File: config.mk
export PLATFORM = sky130hd
export DESIGN_NAME = sc_backg_scroll_timer
export DESIGN_NICKNAME = d
export VERILOG_FILES = /design/src/rtl/sc_backg_pkg.sv /design/src/rtl/sc_backg_reload_counter.sv /design/src/rtl/sc_backg_scroll_timer.sv
export SDC_FILE = /design/constraint.sdc
export NUM_CORES = 1
export LEC_CHECK = 0
export ABC_CLOCK_PERIOD_IN_PS = 5500
export CORE_MARGIN = 4
export CORE_UTILIZATION = 56
export CTS_CLUSTER_DIAMETER = 150
export DETAILED_ROUTE_END_ITERATION = 10
export DONT_BUFFER_PORTS = 1
export PLACE_DENSITY = 0.76
export SYNTH_ARGS = -nofsm -noshare
export SYNTH_HDL_FRONTEND = slang
export SYNTH_SLANG_ARGS = --single-unit
File: constraint.sdc
create_clock -name SC_STATEMACHINEBACKG_CLOCK_50 -period 5.5 [get_ports SC_STATEMACHINEBACKG_CLOCK_50]
set_input_delay 0.55 -clock SC_STATEMACHINEBACKG_CLOCK_50 [delete_from_list [all_inputs] [get_ports SC_STATEMACHINEBACKG_CLOCK_50]]
set_output_delay 0.55 -clock SC_STATEMACHINEBACKG_CLOCK_50 [all_outputs]
set_load 0.1 [all_outputs]
File: src/rtl/sc_backg_pkg.sv
// Shared state encodings and default sizing for the background scroll timer.
package sc_backg_pkg;

  typedef enum logic [1:0] {
    ST_IDLE  = 2'd0,
    ST_RUN   = 2'd1,
    ST_PAUSE = 2'd2,
    ST_CRASH = 2'd3
  } state_e;

  localparam int DIV_BASE_DEF        = 12500000;
  localparam int DIV_STEP_DEF        = 1250000;
  localparam int LEVELS_DEF          = 8;
  localparam int TICKS_PER_LEVEL_DEF = 16;
  localparam int CRASH_HOLD_DEF      = 4;
  localparam int CNT_W_DEF           = 24;
  localparam int LEVEL_W_DEF         = $clog2(LEVELS_DEF);

endpackage

File: src/rtl/sc_backg_reload_counter.sv
// Loadable down-counter with a zero flag; load wins over enable, value changes one clock after request.
// No backpressure: it counts whenever enabled and simply holds when not.
module sc_backg_reload_counter
  import sc_backg_pkg::*;
#(
  parameter int CNT_W = CNT_W_DEF
) (
  input  logic             SC_STATEMACHINEBACKG_CLOCK_50,
  input  logic             SC_STATEMACHINEBACKG_RESET_InHigh,
  input  logic             load_i,
  input  logic [CNT_W-1:0] load_val_i,
  input  logic             en_i,
  output logic             zero_o
);

  logic [CNT_W-1:0] cnt_q;

  always_ff @(posedge SC_STATEMACHINEBACKG_CLOCK_50 or posedge SC_STATEMACHINEBACKG_RESET_InHigh) begin
    if (SC_STATEMACHINEBACKG_RESET_InHigh) begin
      cnt_q <= '0;
    end else if (load_i) begin
      cnt_q <= load_val_i;
    end else if (en_i) begin
      cnt_q <= cnt_q - CNT_W'(1);
    end
  end

  assign zero_o = (cnt_q == '0);

endmodule

File: src/rtl/sc_backg_scroll_timer.sv
// Scroll pacing timer: one-cycle active-low T0 every reload(level) clocks, T0 registered one clock after expiry.
// No backpressure; pause freezes the period and a crash drops to level 0 and suppresses ticks for a hold time.
module sc_backg_scroll_timer
  import sc_backg_pkg::*;
#(
  parameter int DIV_BASE        = DIV_BASE_DEF,
  parameter int DIV_STEP        = DIV_STEP_DEF,
  parameter int LEVELS          = LEVELS_DEF,
  parameter int TICKS_PER_LEVEL = TICKS_PER_LEVEL_DEF,
  parameter int CRASH_HOLD      = CRASH_HOLD_DEF,
  parameter int CNT_W           = CNT_W_DEF,
  parameter int LEVEL_W         = LEVEL_W_DEF
) (
  input  logic               SC_STATEMACHINEBACKG_CLOCK_50,
  input  logic               SC_STATEMACHINEBACKG_RESET_InHigh,
  input  logic               start_InLow,
  input  logic               pause_InLow,
  input  logic               crash_InLow,
  output logic               T0_OutLow,
  output logic [LEVEL_W-1:0] level_Out,
  output logic               running_OutHigh
);

  localparam int TICK_W = $clog2(TICKS_PER_LEVEL + 1);
  localparam int HOLD_W = $clog2(CRASH_HOLD + 1);

  state_e             state_q, state_d;
  logic [LEVEL_W-1:0] level_q, level_d;
  logic [TICK_W-1:0]  tick_q, tick_d;
  logic [HOLD_W-1:0]  hold_q, hold_d;
  logic               t0_q, t0_d;
  logic               running_q;
  logic               cnt_load, cnt_en, cnt_zero;
  logic [CNT_W-1:0]   reload_m1;

  // Crash forces level 0, so reload(level_d) also yields the base period for every crash load.
  assign reload_m1 = CNT_W'(DIV_BASE) - CNT_W'(level_d) * CNT_W'(DIV_STEP) - CNT_W'(1);

  sc_backg_reload_counter #(.CNT_W(CNT_W)) u_cnt (
    .SC_STATEMACHINEBACKG_CLOCK_50     (SC_STATEMACHINEBACKG_CLOCK_50),
    .SC_STATEMACHINEBACKG_RESET_InHigh (SC_STATEMACHINEBACKG_RESET_InHigh),
    .load_i                            (cnt_load),
    .load_val_i                        (reload_m1),
    .en_i                              (cnt_en),
    .zero_o                            (cnt_zero)
  );

  always_comb begin
    state_d  = state_q;
    level_d  = level_q;
    tick_d   = tick_q;
    hold_d   = hold_q;
    t0_d     = 1'b1;
    cnt_load = 1'b0;
    cnt_en   = 1'b0;
    case (state_q)
      ST_IDLE: begin
        if (!start_InLow) begin
          state_d  = ST_RUN;
          cnt_load = 1'b1;
        end
      end
      ST_RUN, ST_PAUSE: begin
        if (!crash_InLow) begin
          state_d  = ST_CRASH;
          level_d  = '0;
          tick_d   = '0;
          hold_d   = '0;
          cnt_load = 1'b1;
        end else if (!pause_InLow && (state_q == ST_PAUSE || !cnt_zero)) begin
          state_d = ST_PAUSE;
        end else begin
          // Pause coincident with expiry still ticks and reloads before freezing.
          state_d = pause_InLow ? ST_RUN : ST_PAUSE;
          if (cnt_zero) begin
            t0_d     = 1'b0;
            cnt_load = 1'b1;
            if (tick_q == TICK_W'(TICKS_PER_LEVEL - 1)) begin
              tick_d = '0;
              if (level_q != LEVEL_W'(LEVELS - 1)) level_d = level_q + LEVEL_W'(1);
            end else begin
              tick_d = tick_q + TICK_W'(1);
            end
          end else begin
            cnt_en = 1'b1;
          end
        end
      end
      ST_CRASH: begin
        if (cnt_zero) begin
          cnt_load = 1'b1;
          if (hold_q == HOLD_W'(CRASH_HOLD - 1)) begin
            hold_d = '0;
            if (crash_InLow) state_d = ST_RUN;
          end else begin
            hold_d = hold_q + HOLD_W'(1);
          end
        end else begin
          cnt_en = 1'b1;
        end
      end
      default: state_d = ST_IDLE;
    endcase
  end

  always_ff @(posedge SC_STATEMACHINEBACKG_CLOCK_50 or posedge SC_STATEMACHINEBACKG_RESET_InHigh) begin
    if (SC_STATEMACHINEBACKG_RESET_InHigh) begin
      state_q   <= ST_IDLE;
      level_q   <= '0;
      tick_q    <= '0;
      hold_q    <= '0;
      t0_q      <= 1'b1;
      running_q <= 1'b0;
    end else begin
      state_q   <= state_d;
      level_q   <= level_d;
      tick_q    <= tick_d;
      hold_q    <= hold_d;
      t0_q      <= t0_d;
      running_q <= (state_d == ST_RUN);
    end
  end

  assign T0_OutLow       = t0_q;
  assign level_Out       = level_q;
  assign running_OutHigh = running_q;

endmodule

After elaboration in Yosys (flattened, before gate mapping)
Index checks and enable logic that the tools add are counted.
- logic and storage cells: 72
- flip-flop bits (word level): 39
- eq/ne operators: 11
- muxes and demuxes: 36
- multiply operators: 1
- reductions and logical operators: 11
- $add $sub $neg: 6
- operators with widths (cell ; number):
    $mux 24 ; 2
    $sub 24x1->24 const B ; 2
    $mux 3 ; 9
    $logic_not 24->1 ; 1
    $sub 24x24->24 const A ; 1
    $mul 3x17->20 const B ; 1
    $mux 5 ; 4
    $mux 2 ; 7
    $mux 1 ; 10
    $add 3x1->3 const B ; 2
    $ne 2x2->1 const B ; 3
    $pmux 2 s3 ; 1
    $pmux 3 s2 ; 1
    $reduce_and 3->1 ; 2
    $add 5x1->5 const B ; 1
    $eq 5x4->1 const B ; 1
    $eq 2x1->1 const B ; 2
    $eq 2x2->1 const B ; 2
    $reduce_bool 2->1 ; 2
    $eq 3x2->1 const B ; 1
    $ne 3x3->1 const B ; 1
    $pmux 1 s3 ; 1
    $logic_not 1->1 ; 2
    $logic_not 2->1 ; 1
    other kinds (5) ; 5

Logic depth before layout (Yosys ltp)
Gate-level depths: netlist of the first run.
- depth after elaboration: 11
- gate-level depth with buffers: 19
- mapped depth without buffers: 19

Modules after synthesis
From an unflattened synthesis of the first run, not the netlist that was laid out.
- cells, all modules: 370
- area, all modules: 3165.5 µm²
- modules (own cells, without submodules) (module ; area each (µm²) ; cells each ; times used ; sequential area each (µm²)):
    sc_backg_scroll_timer ; 1702.9 ; 204 ; 1 ; 376.6
    sc_backg_reload_counter ; 1462.7 ; 166 ; 1 ; 600.6

Worst setup path after synthesis of the first run
OpenSTA, ideal clock, no wires.
- path kind: reg-to-reg
- from: register u_cnt.cnt_q[8]
- to: register u_cnt.cnt_q[18]
- arrival: 4954 ps
- path buffers: 1
- stages on the path, launching flop included: 18
- setup slack: 426 ps
- setup time: 120 ps
- path through: dfrtp_1 -> or4_4 -> or4b_4 -> buf_6 -> o41ai_2 -> nor2_8 -> inv_1 -> ha_1 -> ha_1 -> inv_1 -> fa_1 -> nand3b_1 -> and2_1 -> or3_1 -> a211oi_2 -> a31oi_1 -> or3_1 -> a31o_1
- word-level cells in the longest chain between the ends: 11
- ends and longest elaborated chain (item ; RTL line ; RTL):
    start: declaration ; sc_backg_reload_counter.sv:16 ; logic [CNT_W-1:0] cnt_q;
    start signal: assignment ; sc_backg_reload_counter.sv:22 ; cnt_q <= load_val_i;
    start signal: assignment ; sc_backg_reload_counter.sv:24 ; cnt_q <= cnt_q - CNT_W'(1);
    $logic_not 24->1 (*) ; sc_backg_reload_counter.sv:28 ; assign zero_o = (cnt_q == '0);
    $logic_not 1->1 ; sc_backg_scroll_timer.sv:70 ; end else if (!pause_InLow && (state_q == ST_PAUSE || !cnt_zero)) begin
    $logic_or 1x1->1 ; sc_backg_scroll_timer.sv:70 ;
    $logic_and 1x1->1 ; sc_backg_scroll_timer.sv:70 ;
    $mux 3 (*) ; sc_backg_scroll_timer.sv:70 ;
    $mux 3 (*) ; sc_backg_scroll_timer.sv:64 ; if (!crash_InLow) begin
    $mux 3 (*) ; sc_backg_scroll_timer.sv:56 ; case (state_q)
    net level_d[0] ; sc_backg_scroll_timer.sv:28 ; logic [LEVEL_W-1:0] level_q, level_d;
    $mul 3x17->20 (*) ; sc_backg_scroll_timer.sv:37 ; assign reload_m1 = CNT_W'(DIV_BASE) - CNT_W'(level_d) * CNT_W'(DIV_STEP) - CNT_W'(1);
    $sub 24x24->24 (*) ; sc_backg_scroll_timer.sv:37 ;
    $sub 24x1->24 (*) ; sc_backg_scroll_timer.sv:37 ;
    $mux 24 (*) ; sc_backg_reload_counter.sv:21 ; end else if (load_i) begin
Mark *: on every way through the listed nets, which the timed path passes. The rest lies on a longest branch. The select of a mux whose other input is x is not followed.
A chain may end at the register's enable or synchronous reset.

Worst setup path after layout of the first run
- from: register u_cnt.cnt_q[12]
- to: register u_cnt.cnt_q[22]
Same word-level chain as after synthesis.

==> run metrics, run 1 <==
status=completed; crit path from=u_cnt.cnt_q[12]$_DFFE_PP0P_; Post-CTS Hold Fix Bufs=0; mapped cell area=2960 µm²; top-area cell type share of the netlist area=0.321; adder-cell share of the synthesized area=0.0981; CP Data Arrival Time=5.48 ns; DRC violations left=0; Longest Clk Path Bufs=2; FF+latch area=977 µm²; fin nets=368; main combinational cell family by area after synthesis=simple AND/OR/NAND/NOR gates; PnR Total Power=between 1 and 1.5 mW; post-route cell area=roughly 3200 µm²; IO buf count=0; cell row count=26; GPL Wtd Cong=between 0.8 and 0.9; Synth cell types=55; global-route wire length before repair=11.5 mm; maximum vdd drop=306 µV; mux contribution to synthesized area=0.00677; Post-Syn Nets=360; # diodes=0; IO Pins=10; later-pin clock latency in the skew report=0.30 ns; CP Cell Sequence=or4_1, or4b_4, o311a_4, nor2_8, inv_1, ha_1, ha_1, inv_1, fa_1, nand3b_1, and2_1, or3_1, a211oi_4, a31oi_2, or3b_1, a31oi_1; Slew Viols, Final=0; Final min period=about 5.3 ns; Die W=80.7 µm; Max stage delay cell, worst path=or4b_4; reg-to-reg endpoint=u_cnt.cnt_q[22]$_DFFE_PP0P_; Fmax=~190 MHz; TritonCTS clock tree=built; CP max stage delay=about 0.64 ns; Post-Synthesis Cells=333; Yosys reg bits=39; # setup viols final=0; sequential share of the synthesized area=0.330; fraction of final layout cells with drive strength greater than 1=0.108; mean post-synth cell area=8.88 µm²; HP Class=in2async; Wirelength per Cell=16.2 µm; P&R area growth vs syn=9.77%; largest net degree at the start of global routing=40; RSZ-0062 raised after global routing=no; Worst-path clk slew=0.08 ns; Die Area=between 6000 and 7000 µm²; R2R depth=16; Tightest Pin Transition=approximately 1.0 ns; r2r setup slk=0.24 ns; Worst slew margin=0.298; Synth Area in Compound Gates=0.156; Clock Skew=~0.0057 ns; detailed placer's ending HPWL=approximately 5 mm; ANT nets after route=0; clock sink total=39; CP Class=reg2reg; fin crit share=0.956; Hold Vio Cnt, Final=0; DR pass1 iterations=5; initial antenna violation count=0; Power Density=440 nW/µm²; Core Util, Final=0.636; Die Y=80.7 µm; max-cap violations=0; area of the multi-input gates=between 1500 and 2000 µm²; crit start category=flop; total number of vias=2432; CP endpoint kind=flop; cell taking the most area after synthesis=dfrtp_1; global-route usage over all layers=0.229; core area=5110 µm²; leading post-synthesis cells by cell area=dfrtp_1 (32%), ha_1 (8.5%), xnor2_1 (7.1%); fillcell total=roughly 430; Async S/R FF share, synth=1.00; Initial Util=0.579; CTS root buffer=clkbuf_8; Placed Instance Area=3060 µm²; grt total ovfl=0; vias per cell=5.90; total CTS buffers=5; Lkg Pwr=1.33 nW; H-tree levels=2; ys flop type=dfrtp_1; number of synthesized flops with an enable pin=0; Synth Area in Simple Gates=0.260; Synth warnings=0; CP Max Fanout=8; Iteration-0 DRC Markers=~170; Fin Setup TNS=0 ns; WL final=6.68 mm; Crit path required time=5.72 ns; Synth Area in XOR/XNOR=0.113; vias in the first global route=2368; RR Startpoint=u_cnt.cnt_q[12]$_DFFE_PP0P_
## flip-flops by register name, indices dropped and copies added, names as in the netlist
register,flops
running_OutHigh,1
hold_q,3
T0_OutLow,1
level_Out,3
u_cnt.cnt_q,24
state_q,2
tick_q,5
## repair_timing
item	in CTS	in global routing
resized for setup	0	5
buffers inserted	0	3
setup endpoints to repair	0	4
## final cells by class
cell class                      count  share of cell area
Clock buffer                        6              0.0224
Clock inverter                      2              0.0185
Inverter                           18              0.0208
Multi-Input combinational cell    267               0.587
Sequential cell                    39               0.301
Tap cell                           70              0.0270
Timing Repair Buffer               10              0.0231
## stage by stage
| stage | std cells | worst slack [ns] | hold slack [ns] |
|---|---|---|---|
| global placement | 401 | 0.287 | 0.475 |
| CTS | 409 | 0.0943 | 0.276 |
| floorplan | 333 | 0.426 | 0.454 |
| finish | 412 | 0.240 | 0.264 |
| global route | 412 | 0.0223 | 0.298 |
| detailed placement | 401 | 0.131 | 0.505 |
## placed cells by master, fill, tap and decap left out, types with 3 or more instances in the layout
master    count
dfrtp_1      38
nand2_1      31
nor2_1       28
xnor2_1      24
o21ai_0      22
ha_1         19
inv_1        18
nand3_1      18
xor2_1       14
a21oi_1      11
nor3_1       10
buf_4        10
or3_1         8
o21ai_1       6
nor4_1        5
clkbuf_8      5
nand2b_1      4
and2_1        4
a31oi_1       4
or4_1         3
nand4_1       3
a21boi_0      3
o22ai_1       3
## worst max-delay path, delay by kind of cell, from the launching register on
| kind | cells | cell delay, ns |
|---|---|---|
| flip-flops | 1 | 0.41 |
| adder cells (fa/ha/maj) | 3 | 0.92 |
| buffers and inverters | 2 | 0.19 |
| AO/OA/AOI/OAI | 4 | 1.14 |
| AND/OR/NAND/NOR | 7 | 2.52 |
## per-layer routing
layer	wire, µm	global-route usage
met5	0	0
met4	102	0.0557
met3	283	0.0448
met2	3140	0.377
met1	3150	0.310
## how the worst max path moves through the flow
stage                                  endpoint  slack (ns)  depth (start not counted)
floorplan           u_cnt.cnt_q[18]$_DFFE_PP0P_        0.43                         17
global placement    u_cnt.cnt_q[18]$_DFFE_PP0P_        0.29                         16
detailed placement  u_cnt.cnt_q[18]$_DFFE_PP0P_        0.13                         16
CTS                 u_cnt.cnt_q[22]$_DFFE_PP0P_        0.09                         16
global route        u_cnt.cnt_q[22]$_DFFE_PP0P_        0.02                         16
finish              u_cnt.cnt_q[22]$_DFFE_PP0P_        0.24                         16
## kinds of logic after synthesis
| family | after synthesis |
|---|---|
| and+or+nand+nor | 136 |
| xor gates and xnor gates | 38 |
| DFF | 39 |
| muxes | 2 |
| AOI/OAI and AO/OA | 69 |
| buffers and inverters | 27 |
| adders and majority gates | 22 |
## cells in the mapped netlist, drive strengths merged, types with 3 or more instances
cell	instances
dfrtp	38
nand2	31
nor2	30
o21ai	28
xnor2	24
ha	20
inv	18
nand3	18
xor2	14
a21oi	11
nor3	11
clkbuf	8
nor4	8
or3	8
a31oi	6
and2	4
nand2b	4
or4	4
a21boi	3
nand4	3
o22ai	3
## power by group
group	leakage [nW]	switching (mW)	internal (mW)	total, mW
Combinational	0.807	0.417	0.242	0.660
Sequential	0.454	0.114	0.368	0.482
Clock	0.0654	0.106	0.181	0.287
Total	1.33	0.637	0.792	1.43
(Power assumes the default switching activity.)
==> run 2, diff against run 1 <==
--- a/config.mk
+++ b/config.mk
@@ -12,6 +12,7 @@
 export DETAILED_ROUTE_END_ITERATION = 10
 export DONT_BUFFER_PORTS = 1
 export PLACE_DENSITY = 0.76
+export SLEW_MARGIN = 5
 export SYNTH_ARGS = -nofsm -noshare
 export SYNTH_HDL_FRONTEND = slang
 export SYNTH_SLANG_ARGS = --single-unit
==> results of run 2 <==
No change in the layout: final DEF, timing and power equal those of run 1.
==> run 3, diff against run 2 <==
--- a/config.mk
+++ b/config.mk
@@ -10,8 +10,8 @@
 export CORE_UTILIZATION = 56
 export CTS_CLUSTER_DIAMETER = 150
 export DETAILED_ROUTE_END_ITERATION = 10
-export DONT_BUFFER_PORTS = 1
-export PLACE_DENSITY = 0.76
+export GPL_TIMING_DRIVEN = 0
+export PLACE_DENSITY = 0.79
 export SLEW_MARGIN = 5
 export SYNTH_ARGS = -nofsm -noshare
 export SYNTH_HDL_FRONTEND = slang
==> run metrics, run 3 (synthesis gave the netlist of run 1 again) <==
initial antenna violation count=0 (unchanged); CP Class=reg2reg; CP Data Arrival Time=5.51 ns (+0.03 ns); detailed placer's ending HPWL=4.92 mm (-1.5%); worst path bufs/invs=3 (+1); crit start category=flop; Tightest Pin Transition=0.969 ns (-0.0800 ns); crit path to=u_cnt.cnt_q[18]$_DFFE_PP0P_; met3 GRT Util=0.0359 (-0.00897); CTS root buffer=clkbuf_8; # setup viols final=0 (unchanged); number of flip-flops in the largest register=24 (unchanged); crit path from=u_cnt.cnt_q[8]$_DFFE_PP0P_; Placed Cells=411 (+2.5%); Slew Viols, Final=0 (unchanged); reg-to-reg endpoint=u_cnt.cnt_q[18]$_DFFE_PP0P_; P&R area growth vs syn=10.8%; Iteration-0 DRC Markers=220 (+29%); Largest Register=u_cnt.cnt_q; Top Registers=u_cnt.cnt_q (24), tick_q (5); Crit path required time=5.69 ns (-0.03 ns); Die W=80.7 µm (unchanged); r2r setup slk=0.18 ns (-0.06 ns); DRC violations left=0 (unchanged); DR pass1 iterations=4 (-1); CP max stage delay=0.59 ns (-0.05 ns); Fmax=188 MHz (-1.1%); Clock Skew=0.0108 ns (+0.00504 ns); # diodes=0 (unchanged); Final min period=5.32 ns (+0.0592 ns); fin crit share=0.967 (+0.0108); IO buf count=8 (+8); Worst-path clk slew=0.08 ns (about the same); CP Max Fanout=7 (-1); Wirelength per Cell=15.4 µm (-5.1%); IO Pins=10 (unchanged); Initial Util=0.579 (unchanged); total CTS buffers=5 (unchanged); fraction of final layout cells with drive strength greater than 1=0.0883 (-0.0199); Layout Cells excl Fill=421 (+2.2%); Worst slew margin=0.352 (+0.0535); Crit path depth=17 (+1); Die Area=6510 µm² (unchanged); leading cell types in the layout, fill and taps excluded=dfrtp_1 (38), nand2_1 (31), nor2_1 (27), xnor2_1 (24), o21ai_0 (22); later-pin clock latency in the skew report=0.29 ns (about the same); vias per cell=5.87 (-0.57%); met2 Usage GRT=0.360 (-0.0166); global-route wire length before repair=11.1 mm (-3.3%); HP Class=reg2reg; max-cap violations=0 (unchanged); largest net degree at the start of global routing=40 (unchanged); Hold Vio Cnt, Final=0 (unchanged); vias in the first global route=2397 (+1.2%); fin nets=377 (+2.4%); met1 Track Usage GR=0.295 (-0.0151); CP top delay family=simple AND/OR/NAND/NOR gates; GRT Max-Usage Layer=met2; R2R depth=17 (+1); CP Cell Sequence=or4_4, or4b_4, buf_6, o311a_4, nor2_8, inv_1, ha_1, ha_1, inv_1, fa_1, nand3b_1, and2_1, or3_1, a211oi_4, a31oi_2, or3_1, a31o_1; fillcell total=450 (+3.9%); CP endpoint kind=flop; ANT nets after route=0 (unchanged); grt total ovfl=0 (unchanged); global-route usage over all layers=0.218 (-0.0115); clock sink total=39 (unchanged); Power Density=418 nW/µm² (-4.9%); worst slack, placed=-0.135 ns (-0.266 ns); TritonCTS clock tree=built; Lkg Pwr=1.34 nW (+0.67%); maximum vdd drop=291 µV (-4.8%); Core Util, Final=0.642 (+0.00612); setup ws final=0.181 ns (-0.0592 ns); commonest non-fill, non-tap cell in the layout=dfrtp_1; Max stage delay cell, worst path=or4_4; GPL Wtd Cong=0.883 (+0.91%); Die Y=80.7 µm (unchanged); total number of vias=2471 (+1.6%); status=completed; WL final=6.47 mm (-3.0%); cell row count=26 (unchanged); RR Startpoint=u_cnt.cnt_q[8]$_DFFE_PP0P_; core area=5110 µm² (unchanged); Longest Clk Path Bufs=2 (unchanged); H-tree levels=2 (unchanged)
## run 3: cell types whose count changed in the layout (fill, tap and decap cells not counted), moves of 2 or more
| cell | delta |
|---|---|
| buf_4 | -8 |
| bufinv_16 | -2 |
| clkbuf_1 | +7 |
| clkbuf_8 | +2 |
| clkdlybuf4s50_1 | +8 |
| clkinvlp_4 | +2 |
| inv_1 | -2 |
## run 3: stage by stage
| step | TNS, ns | hold slack (ns) | cell area [µm²] | power, mW |
|---|---|---|---|---|
| after floorplan | 0 | 0.454 | 2960 | 0.982 |
| after global placement | -0.0132 | 0.468 | 3130 | 1.12 |
| after detailed placement | -0.328 | 0.477 | 3130 | 1.14 |
| after CTS | 0 | 0.503 | 3240 | 1.37 |
| after global routing | -0.0303 | 0.548 | 3280 | 1.49 |
| final | 0 | 0.500 | 3280 | 1.37 |
## run 3: cell type report
| cell class | count | area (µm²) | area share |
|---|---|---|---|
| plain buffers | 9 | 41.3 | 0.0126 |
| clock buffers | 7 | 96.3 | 0.0294 |
| clock inverters | 1 | 7.51 | 0.00229 |
| inverters | 18 | 71.3 | 0.0218 |
| multi-input cells | 267 | 1900 | 0.580 |
| flip-flops and latches | 39 | 977 | 0.298 |
| well taps | 70 | 87.6 | 0.0267 |
| repair buffers | 10 | 95.1 | 0.0290 |
## run 3: worst min-delay path by stage
stage | end | from | depth (start not counted)
after global placement | hold_q[1]$_DFFE_PP0P_ | hold_q[1]$_DFFE_PP0P_ | 2
after floorplan | hold_q[1]$_DFFE_PP0P_ | hold_q[1]$_DFFE_PP0P_ | 2
after CTS | hold_q[2]$_DFFE_PP0P_ | hold_q[2]$_DFFE_PP0P_ | 1
after global routing | hold_q[1]$_DFFE_PP0P_ | hold_q[1]$_DFFE_PP0P_ | 2
after detailed placement | hold_q[2]$_DFFE_PP0P_ | hold_q[2]$_DFFE_PP0P_ | 1
final | hold_q[1]$_DFFE_PP0P_ | hold_q[1]$_DFFE_PP0P_ | 2
## run 3: worst reg2reg max path, delay by kind of cell (launching register included)
kind,cells,cell delay (ns)
buffers and inverters,3,0.37
DFF,1,0.43
adders and majority gates,3,0.90
and+or+nand+nor,7,2.38
AOI/OAI and AO/OA,4,1.15
## run 3: what timing repair did
item,4_1_cts,5_1_grt
pin swaps,0,3
resized for setup,1,5
cloned,0,0
hold buffers,0,0
setup endpoints to repair,3,3
setup buffers,0,2
## run 3: where the power goes
| part | leakage, nW | internal (mW) | total (mW) | switching [mW] |
|---|---|---|---|---|
| logic | 0.831 | 0.255 | 0.708 | 0.453 |
| clock network | 0.0505 | 0.114 | 0.216 | 0.101 |
| registers | 0.454 | 0.369 | 0.448 | 0.0790 |
| total | 1.34 | 0.737 | 1.37 | 0.634 |
## run 3: routing by layer
metal,part of all wire,up-vias,wire length [µm]
met5,0,-,0
met4,0.012,0,79
met3,0.033,9,214
met2,0.48,48,3110
met1,0.47,1196,3070
li1,-,1218,-
